`config.mk`:
```
export PLATFORM = sky130hd
export DESIGN_NAME = coffee_dispense_sequencer
export DESIGN_NICKNAME = d
export VERILOG_FILES = /design/src/rtl/coffee_pkg.sv /design/src/rtl/coffee_dispense_sequencer_unit_tick_gen.sv /design/src/rtl/coffee_dispense_sequencer.sv
export SDC_FILE = /design/constraint.sdc
export NUM_CORES = 1
export LEC_CHECK = 0
export CAP_MARGIN = 20
export CORE_ASPECT_RATIO = 1.25
export CORE_MARGIN = 5
export CORE_UTILIZATION = 40
export CTS_CLUSTER_DIAMETER = 30
export DETAILED_ROUTE_END_ITERATION = 12
export SYNTH_ARGS = -nofsm -noshare
export SYNTH_HDL_FRONTEND = slang
export SYNTH_HIERARCHICAL = 1
export SYNTH_SLANG_ARGS = --single-unit
```
`constraint.sdc`:
```
create_clock -name clk -period 3.1 [get_ports clk]
set_input_delay 0.465 -clock clk [delete_from_list [all_inputs] [get_ports clk]]
set_output_delay 0.465 -clock clk [all_outputs]
set_load 0.01 [all_outputs]
```
`src/rtl/coffee_pkg.sv`:
```
// Shared constants, FSM state type and valve decode for the coffee dispense sequencer.
package coffee_pkg;

  localparam logic [2:0] ESPRESSO   = 3'd0;
  localparam logic [2:0] WITH_MILK  = 3'd1;
  localparam logic [2:0] CAPPUCCINO = 3'd2;
  localparam logic [2:0] MOCACCINO  = 3'd3;

  localparam logic [2:0] WATER           = 3'd0;
  localparam logic [2:0] COFFEE          = 3'd1;
  localparam logic [2:0] MILK            = 3'd2;
  localparam logic [2:0] CHOCOLATE       = 3'd3;
  localparam logic [2:0] SUGAR           = 3'd4;
  localparam logic [2:0] LAST_INGREDIENT = SUGAR;

  localparam int unsigned VALVE_WATER     = 0;
  localparam int unsigned VALVE_COFFEE    = 1;
  localparam int unsigned VALVE_MILK      = 2;
  localparam int unsigned VALVE_CHOCOLATE = 3;
  localparam int unsigned VALVE_SUGAR     = 4;

  typedef enum logic [2:0] {
    S_IDLE,
    S_LOAD,
    S_DISPENSE,
    S_NEXT,
    S_DONE
  } fsm_t;

  function automatic logic [4:0] valve_onehot(input logic [2:0] idx);
    logic [4:0] v;
    v = '0;
    case (idx)
      WATER:     v[VALVE_WATER]     = 1'b1;
      COFFEE:    v[VALVE_COFFEE]    = 1'b1;
      MILK:      v[VALVE_MILK]      = 1'b1;
      CHOCOLATE: v[VALVE_CHOCOLATE] = 1'b1;
      SUGAR:     v[VALVE_SUGAR]     = 1'b1;
      default:   v = '0;
    endcase
    return v;
  endfunction

endpackage

```
`src/rtl/coffee_dispense_sequencer_unit_tick_gen.sv`:
```
// Tick prescaler: counts 0..TICKS_PER_UNIT-1 while enabled, pulses tc on the terminal count.
module unit_tick_gen #(
  parameter int unsigned TICKS_PER_UNIT = 50_000_000
) (
  input  logic clk,
  input  logic rst_n,
  input  logic clear,
  input  logic enable,
  output logic tc
);

  localparam int unsigned W = $clog2(TICKS_PER_UNIT);
  localparam logic [W-1:0] LAST = W'(TICKS_PER_UNIT - 1);

  logic [W-1:0] cnt;

  assign tc = enable && (cnt == LAST);

  always_ff @(posedge clk or negedge rst_n) begin
    if (!rst_n) begin
      cnt <= '0;
    end else if (clear) begin
      cnt <= '0;
    end else if (enable) begin
      cnt <= tc ? '0 : cnt + W'(1);
    end
  end

endmodule

```
`src/rtl/coffee_dispense_sequencer.sv`:
```
// Brew sequencer: walks ingredients 0..4, opening each valve for the looked-up number of time units.
module coffee_dispense_sequencer
  import coffee_pkg::*;
#(
  parameter int unsigned TICKS_PER_UNIT = 50_000_000
) (
  input  logic       clk,
  input  logic       rst_n,
  input  logic       start,
  input  logic [2:0] coffee_sel,
  input  logic [1:0] ingredient_time,
  output logic [2:0] coffee_type,
  output logic [2:0] state,
  output logic [4:0] valve,
  output logic       busy,
  output logic       done,
  output logic       reject
);

  fsm_t       fsm_q, fsm_d;
  logic [2:0] idx_d;
  logic [2:0] type_d;
  logic [1:0] unit_q, unit_d;
  logic [4:0] valve_d;
  logic       busy_d, done_d, reject_d;
  logic       tick_tc;

  unit_tick_gen #(
    .TICKS_PER_UNIT(TICKS_PER_UNIT)
  ) u_tick (
    .clk   (clk),
    .rst_n (rst_n),
    .clear (fsm_q == S_LOAD),
    .enable(fsm_q == S_DISPENSE),
    .tc    (tick_tc)
  );

  always_comb begin
    fsm_d    = fsm_q;
    idx_d    = state;
    type_d   = coffee_type;
    unit_d   = unit_q;
    reject_d = 1'b0;
    case (fsm_q)
      S_IDLE: begin
        idx_d = '0;
        if (start) begin
          if (coffee_sel inside {ESPRESSO, WITH_MILK, CAPPUCCINO, MOCACCINO}) begin
            type_d = coffee_sel;
            fsm_d  = S_LOAD;
          end else begin
            reject_d = 1'b1;
          end
        end
      end
      S_LOAD: begin
        // zero-time ingredients are skipped in place, without a NEXT cycle
        if (ingredient_time == 2'd0) begin
          if (state == LAST_INGREDIENT) begin
            fsm_d = S_DONE;
            idx_d = '0;
          end else begin
            idx_d = state + 3'd1;
          end
        end else begin
          unit_d = ingredient_time;
          fsm_d  = S_DISPENSE;
        end
      end
      S_DISPENSE: begin
        if (tick_tc) begin
          unit_d = unit_q - 2'd1;
          if (unit_q == 2'd1) fsm_d = S_NEXT;
        end
      end
      S_NEXT: begin
        if (state == LAST_INGREDIENT) begin
          fsm_d = S_DONE;
          idx_d = '0;
        end else begin
          idx_d = state + 3'd1;
          fsm_d = S_LOAD;
        end
      end
      S_DONE:  fsm_d = S_IDLE;
      default: fsm_d = S_IDLE;
    endcase

    // outputs are registered from the next state so they line up with the FSM state
    valve_d = (fsm_d == S_DISPENSE) ? valve_onehot(idx_d) : '0;
    busy_d  = (fsm_d == S_LOAD) || (fsm_d == S_DISPENSE) || (fsm_d == S_NEXT);
    done_d  = (fsm_d == S_DONE);
  end

  always_ff @(posedge clk or negedge rst_n) begin
    if (!rst_n) begin
      fsm_q       <= S_IDLE;
      state       <= '0;
      coffee_type <= '0;
      unit_q      <= '0;
      valve       <= '0;
      busy        <= 1'b0;
      done        <= 1'b0;
      reject      <= 1'b0;
    end else begin
      fsm_q       <= fsm_d;
      state       <= idx_d;
      coffee_type <= type_d;
      unit_q      <= unit_d;
      valve       <= valve_d;
      busy        <= busy_d;
      done        <= done_d;
      reject      <= reject_d;
    end
  end

endmodule

```
==> run_results.csv, run 1 <==
group,metric,value,unit
pwr,power_per_cell_area,648,mW/mm2
clock_tree,clockRootBuffer,"sky130_fd_sc_hd__clkbuf_8",
setup_path,reg2reg_to,"valve[4]$_DFF_PN0_",
floorplan,die-height,96.4,um
setup_path,r2r_cells,9,
clock_tree,htree_levels,2,
routing,post_drt_via_cell_ratio,5.67,
setup_path,nature_of_the_critical_path_endpoint,"flip-flop",
floorplan,design.portCount,22,
synth,yosysTopAreaCellShare,0.471,
timing,finalHoldViolCount,0,
final_layout,layout.cell_area.non_filler,0.00281,mm2
timing,final.setup.tns,0,ns
clock_tree,clk_path_buf_depth,2,
flow_run,maxcap_violations,0,
routing,route.top_layer_used,"met4",
pwr,overall_power,1820,uW
worst_hold_path,holdCritPathClass,"input port to asynchronous set/reset pin",
clock_tree,cts_sinks,45,
final_layout,share_of_final_layout_standard_cells_stronger_than_drive_strength_1,0.142,
synth,synth_warnings,6,
global_route,grt_first_pass_wirelength,9.31,mm
synth,yosys.cell_count.top_type,"sky130_fd_sc_hd__dfrtp_1",
synth,netlist-cell-type-count,58,
final_layout,regArea,0.00113,mm2
clock_tree,clk_latency_worst_skew_pair,0.30,ns
timing,setup_viol,0,
floorplan,die_width,79.1,um
synth,synth.yosys.seq_area_share,0.471,
timing,drv_slew,0,
global_route,global_route.overflow_total,0,
global_route,pin_count_of_the_biggest_net_entering_global_routing,46,
final_layout,fin_nets,272,
timing,timing.max_slew.rel_slack,0.597,
outcome,run_status,"finished, final reports clean",
final_layout,num_antenna_cells,0,
synth,synth_enable_flop_cells,0,
routing,vias,1848,
synth,synth.ff_latch_count,45,
final_layout,finalCoreUtilization,0.484,
routing,route.met2.wl,2.65,mm
clock_tree,hold_buffers,0,
global_route,first_global_vias,1939,
clock_tree,cts_tree,"done",
setup_path,crit_buf_inv,1,
placement,finalWeightedCongestion,0.812,
clock_tree,tritoncts.num_buffers,5,
setup_path,max_stage_delay_on_crit_path,0.47,ns
global_route,overall_track_demand_over_capacity_in_global_routing,0.155,
final_layout,area_growth,17.7,%
timing,timing.final.crit_share,0.839,
pwr,irDropWorstVdd,0.000352,V
setup_path,cpLargestDelayFamily,"simple AND/OR/NAND/NOR gates",
setup_path,path_cells,"nor3b_1, nor4b_1, and4_1, nand2_1, inv_1, nor4bb_1, a32oi_1, nand4bb_2, and4b_2",
pwr,static_leakage_power,0.00122,uW
routing,wl_met1,2.27,mm
routing,detail_route.first_pass.iterations,6,
floorplan,initial_core_util,0.411,
setup_path,crit_required,3.29,ns
placement,placed_cell_area,0.00268,mm2
synth,post_synth_main_area_contributors,"sky130_fd_sc_hd__dfrtp_1, sky130_fd_sc_hd__xor2_1, sky130_fd_sc_hd__nor2_1",
floorplan,floorplan.die_area,0.00763,mm2
synth,synth_top_area_cell,"sky130_fd_sc_hd__dfrtp_1",
routing,ant_nets,0,
timing,rsz0062_at_grt,"false",
clock_tree,post_cts.resized_instances,0,
setup_path,reg2reg_from,"fsm_q[2]$_DFF_PN0_",
clock_tree,clk_slew_on_worst_s_h_paths,0.09,ns
placement,number_of_port_buffers,21,
synth,ys_async_sr_fraction,1.00,
synth,mean_cell_area_of_the_mapped_netlist,10.3,um2
routing,routed_wl,5.17,mm
final_layout,filler_cell_count,560,
clock_tree,number_of_setup_buffers_added_after_cts,0,
setup_path,rrSetupSlack,0.50,ns
final_layout,multi_input_gate_area,0.00121,mm2
setup_path,timing_worst_setup_path_type,"flip-flop to flip-flop",
setup_path,worst-path-max-fanout,8,
synth,ys_top_cells_by_count,"sky130_fd_sc_hd__dfrtp_1, sky130_fd_sc_hd__nor2_1, sky130_fd_sc_hd__nand3_1",
routing,met3_length,146,um
synth,netlist_area,0.00239,mm2
placement,hpwlAfterDp,3.77,mm
routing,mean_routed_wirelength_per_cell,15.9,um
setup_path,worst_path_max_delay_cell,"sky130_fd_sc_hd__dfrtp_1",
synth,ys.flop_type,"sky130_fd_sc_hd__dfrtp_1",
synth,syn_nets,244,
timing,timing.fmax,0.385,GHz
timing,max_slew.worst_pin.slew,0.599,ns
timing,setup_skew,0.00948,ns
synth,synthesis.instances,231,
timing,finalCriticalPeriod,2.60,ns
routing,drt_iter0_markers,50,
setup_path,setup.worst_path.start_class,"flip-flop",
floorplan,core_region,0.00582,mm2
setup_path,worst-endpoint-arrival,2.79,ns
global_route,grt_antenna_before_repair,0,
floorplan,row_count,31,
routing,detail_route.drc_violations,0,
-- worst reg2reg max path: cells and delay by family (launching register included) --
family / cells / cell delay [ns]
flip-flops: 1 / 0.47
buffers and inverters: 1 / 0.11
AND/OR/NAND/NOR: 7 / 1.78
AO/OA/AOI/OAI: 1 / 0.14
-- layout by cell type (no fill, tap or decap), types with 2 or more instances in the layout --
| cell | instances |
|---|---|
| sky130_fd_sc_hd__ha_1 | 5 |
| sky130_fd_sc_hd__nor4bb_1 | 2 |
| sky130_fd_sc_hd__nand3_1 | 16 |
| sky130_fd_sc_hd__clkdlybuf4s50_1 | 20 |
| sky130_fd_sc_hd__a32oi_1 | 2 |
| sky130_fd_sc_hd__clkbuf_8 | 5 |
| sky130_fd_sc_hd__nor4_2 | 2 |
| sky130_fd_sc_hd__o21ai_1 | 2 |
| sky130_fd_sc_hd__nor4_1 | 5 |
| sky130_fd_sc_hd__mux2_2 | 2 |
| sky130_fd_sc_hd__nand4b_1 | 2 |
| sky130_fd_sc_hd__nand4_1 | 9 |
| sky130_fd_sc_hd__nor2_1 | 27 |
| sky130_fd_sc_hd__xnor2_1 | 6 |
| sky130_fd_sc_hd__and3_1 | 4 |
| sky130_fd_sc_hd__dfrtp_1 | 45 |
| sky130_fd_sc_hd__or2_2 | 2 |
| sky130_fd_sc_hd__or3_1 | 2 |
| sky130_fd_sc_hd__nor3_1 | 6 |
| sky130_fd_sc_hd__xor2_1 | 14 |
| sky130_fd_sc_hd__and2_1 | 4 |
| sky130_fd_sc_hd__a21oi_1 | 8 |
| sky130_fd_sc_hd__and4_1 | 3 |
| sky130_fd_sc_hd__nor2_2 | 2 |
| sky130_fd_sc_hd__nand2_1 | 13 |
| sky130_fd_sc_hd__mux2_1 | 2 |
| sky130_fd_sc_hd__buf_4 | 3 |
| sky130_fd_sc_hd__inv_1 | 9 |
| sky130_fd_sc_hd__nand2b_1 | 3 |
-- per-layer routing --
metal / global-route usage / up-vias
met2: 0.272 / 31
met3: 0.0269 / 8
met5: 0 / -
li1: - / 893
met1: 0.194 / 916
met4: 0.0544 / 0
-- power by group --
part,leakage [uW],switching (uW),internal [uW]
clock,0.0000585,204,242
combinational,0.000552,338,292
sequential,0.000607,78.3,668
-- stage by stage --
stage	hold WS, ns	setup WS, ns	std cells
after floorplan	0.169	0.526	231
after global placement	0.472	0.605	317
after detailed placement	0.471	0.543	317
after CTS	0.372	0.510	325
after global routing	0.0746	0.0880	326
final	0.0764	0.501	326
-- cells by family after synthesis --
logic type,count (synthesis),share of synthesized area
AOI/OAI and AO/OA,25,0.0838
xor gates and xnor gates,20,0.0733
adders and majority gates,5,0.0262
buffers and inverters,14,0.0236
DFF,45,0.471
muxes,6,0.0293
and+or+nand+nor,116,0.293
-- how the worst max path moves through the flow --
stage / startpoint / to / cells past startpoint / slack [ns]
CTS: fsm_q[2]$_DFF_PN0_ / valve[4]$_DFF_PN0_ / 9 / 0.51
global route: fsm_q[2]$_DFF_PN0_ / valve[4]$_DFF_PN0_ / 9 / 0.09
global placement: fsm_q[2]$_DFF_PN0_ / valve[4]$_DFF_PN0_ / 9 / 0.61
finish: fsm_q[2]$_DFF_PN0_ / valve[4]$_DFF_PN0_ / 9 / 0.50
floorplan: fsm_q[2]$_DFF_PN0_ / valve[4]$_DFF_PN0_ / 9 / 0.53
detailed placement: fsm_q[2]$_DFF_PN0_ / valve[4]$_DFF_PN0_ / 9 / 0.54
-- cell type report --
class                      count  area share
multi-input combinational    172       0.429
clock buffer                   5      0.0245
clock inverter                 3      0.0156
tap                           66      0.0293
inverter                      10      0.0133
timing repair buffer          25      0.0880
sequential                    45       0.400
-- registers in the layout (all words and copies together) (netlist names) --
register     count
reject           1
fsm_q            3
done             1
valve            5
busy             1
unit_q           2
u_tick/cnt      26
coffee_type      3
state            3
Note: power is estimated with default switching activity, not from simulation.
==> run 2, diff against run 1 <==
==> constraint.sdc (replaced) <==
create_clock -name clk -period 2.37 [get_ports clk]
set_input_delay 0.3555 -clock clk [delete_from_list [all_inputs] [get_ports clk]]
set_output_delay 0.3555 -clock clk [all_outputs]
set_load 0.01 [all_outputs]
==> run_results.csv, run 2 (same netlist as run 1, synthesis figures left out) <==
group,metric,value,unit
outcome,run_status,"finished, final reports clean",
timing,setup_viol,0,
floorplan,core_region,0.00582,mm2
setup_path,crit_required,2.57,ns
timing,final.setup.tns,0,ns
timing,drv_slew,0,
clock_tree,htree_levels,2,
final_layout,register_containing_the_most_flip_flops_in_the_final_layout,"u_tick/cnt",
floorplan,die-height,96.4,um
placement,finalWeightedCongestion,0.855,
final_layout,layout_commonest_cell,"sky130_fd_sc_hd__dfrtp_1",
pwr,irDropWorstVdd,0.000491,V
floorplan,floorplan.die_area,0.00763,mm2
global_route,grt_first_pass_wirelength,9.32,mm
routing,vias,1886,
setup_path,path_cells,"nor3b_4, nor4b_2, and4_1, nand2_1, inv_1, nor4bb_4, a32oi_1, nand4bb_2, and4b_2",
timing,timing.final.crit_share,0.907,
pwr,switching_share,0.338,
floorplan,design.portCount,22,
floorplan,row_count,31,
pwr,static_leakage_power,0.00128,uW
placement,number_of_port_buffers,21,
clock_tree,cts_sinks,45,
timing,fin_worst_hold_slack,0.471,ns
clock_tree,number_of_setup_buffers_added_after_cts,0,
global_route,global_route.overflow_total,0,
setup_path,nature_of_the_critical_path_endpoint,"flip-flop",
floorplan,die_width,79.1,um
placement,hpwlAfterDp,3.92,mm
pwr,netSwitchingPower,837,uW
setup_path,worst-endpoint-arrival,2.35,ns
pwr,power_per_cell_area,841,mW/mm2
final_layout,fin_nets,285,
global_route,first_global_vias,2011,
setup_path,reg2reg_from,"fsm_q[2]$_DFF_PN0_",
setup_path,worst_path_max_delay_cell,"sky130_fd_sc_hd__dfrtp_1",
setup_path,timing_worst_setup_path_type,"flip-flop to flip-flop",
routing,detail_route.drc_violations,0,
pwr,pwr-share-clk,0.237,
clock_tree,tritoncts.num_buffers,5,
final_layout,num_antenna_cells,0,
final_layout,reg.largest.list,"u_tick/cnt x26, valve x5",
global_route,overall_track_demand_over_capacity_in_global_routing,0.153,
setup_path,cpLargestDelayFamily,"simple AND/OR/NAND/NOR gates",
final_layout,most-common-layout-cells,"sky130_fd_sc_hd__dfrtp_1, sky130_fd_sc_hd__nor2_1, sky130_fd_sc_hd__clkdlybuf4s50_1",
final_layout,area_growth,23.1,%
worst_hold_path,holdCritPathClass,"input port to asynchronous set/reset pin",
timing,max_slew.worst_pin.slew,0.532,ns
setup_path,setup.worst_path.start_class,"flip-flop",
timing,timing.max_slew.rel_slack,0.643,
routing,ant_nets,0,
final_layout,share_of_final_layout_standard_cells_stronger_than_drive_strength_1,0.194,
clock_tree,clk_path_buf_depth,2,
placement,preCtsSetupSlack,0.151,ns
clock_tree,clk_latency_worst_skew_pair,0.30,ns
timing,postLayoutSetupSlackWorst,0.220,ns
timing,setup_skew,0.00552,ns
timing,finalHoldViolCount,0,
final_layout,filler_cell_count,550,
pwr,comb_power_share,0.381,
final_layout,largest_register_ffs,26,
pwr,overall_power,2470,uW
routing,mean_routed_wirelength_per_cell,15.3,um
global_route,grt_antenna_before_repair,0,
clock_tree,cts_tree,"done",
setup_path,max_stage_delay_on_crit_path,0.42,ns
routing,detail_route.first_pass.iterations,4,
timing,finalCriticalPeriod,2.15,ns
routing,drt_iter0_markers,77,
global_route,pin_count_of_the_biggest_net_entering_global_routing,21,
clock_tree,clockRootBuffer,"sky130_fd_sc_hd__clkbuf_8",
clock_tree,clk_slew_on_worst_s_h_paths,0.09,ns
timing,timing.fmax,0.465,GHz
flow_run,maxcap_violations,0,
setup_path,crit_path_start,"fsm_q[2]$_DFF_PN0_",
setup_path,worst-path-max-fanout,3,
routing,routed_wl,5.18,mm
pwr,internal_power,1640,uW
floorplan,initial_core_util,0.411,
pwr,power.share.sequential,0.382,
setup_path,crit_buf_inv,1,
routing,post_drt_via_cell_ratio,5.56,
==> run 2: changes by cell type in the layout (fill, tap and decap cells not counted), sizes merged <==
cell	change
buf	+12
clkinvlp	+1
dlygate4sd3	+1
inv	-1
==> run 2: cell type report <==
cell class	instances	area, um2	share of cell area
Inverter	10	37.5	0.0128
Timing Repair Buffer	38	335	0.114
Tap cell	66	82.6	0.0281
Multi-Input combinational cell	172	1250	0.423
Clock inverter	3	46.3	0.0157
Clock buffer	5	68.8	0.0234
Sequential cell	45	1130	0.383
==> run 2: metal layers <==
layer	track usage	wire length (um)	vias to the layer above
li1	-	-	922
met3	0.0334	158	9
met4	0.0559	114	0
met5	0	0	-
met2	0.272	2600	33
met1	0.183	2310	922
==> run 2: timing repair <==
action / CTS / global route
setup endpoints to repair: 0 / 8
hold buffers: 1 / 0
endpoints found under the hold margin: 12 / 0
resized for setup: 0 / 3
==> run 2: worst paths after layout <==
| path | endpoint | slack [ns] | cells past startpoint |
|---|---|---|---|
| worst max-delay path | valve[4]$_DFF_PN0_ | 0.22 | 9 |
| worst min-delay path | u_tick/cnt[10]$_DFFE_PN0P_ | 0.47 | 2 |
| worst max register to register | valve[4]$_DFF_PN0_ | 0.22 | 9 |
| worst min register to register | coffee_type[2]$_DFFE_PN0P_ | 0.49 | 1 |
| max in group asynchronous | u_tick/cnt[20]$_DFFE_PN0P_ | 1.34 | 3 |
| min in group clk | coffee_type[2]$_DFFE_PN0P_ | 0.49 | 1 |
==> run 2: worst register-to-register path, stage by stage (launching register included) <==
cell and delay, ns:
sky130_fd_sc_hd__dfrtp_1 0.42, sky130_fd_sc_hd__nor3b_4 0.20, sky130_fd_sc_hd__nor4b_2 0.24, sky130_fd_sc_hd__and4_1 0.28, sky130_fd_sc_hd__nand2_1 0.09, sky130_fd_sc_hd__inv_1 0.09, sky130_fd_sc_hd__nor4bb_4 0.23, sky130_fd_sc_hd__a32oi_1 0.13
sky130_fd_sc_hd__nand4bb_2 0.14, sky130_fd_sc_hd__and4b_2 0.23
==> run 2: per-stage QoR <==
step / instance area (um2) / std cells / utilization
2_1_floorplan: 2410 / 231 / -
3_3_place_gp: 2800 / 330 / 0.481
3_5_place_dp: 2800 / 330 / 0.481
4_1_cts: 2920 / 339 / 0.502
5_1_grt: 2940 / 339 / 0.506
6_report: 2940 / 339 / 0.506
==> run 2: power groups by stage <==
stage                     sequential, uW  combinational, uW  clock, uW
after floorplan                     1000                534          0
after global placement               959                932          0
after detailed placement             960                936          0
after CTS                            948                943        608
after global routing                 963               1050        644
final                                946                943        586
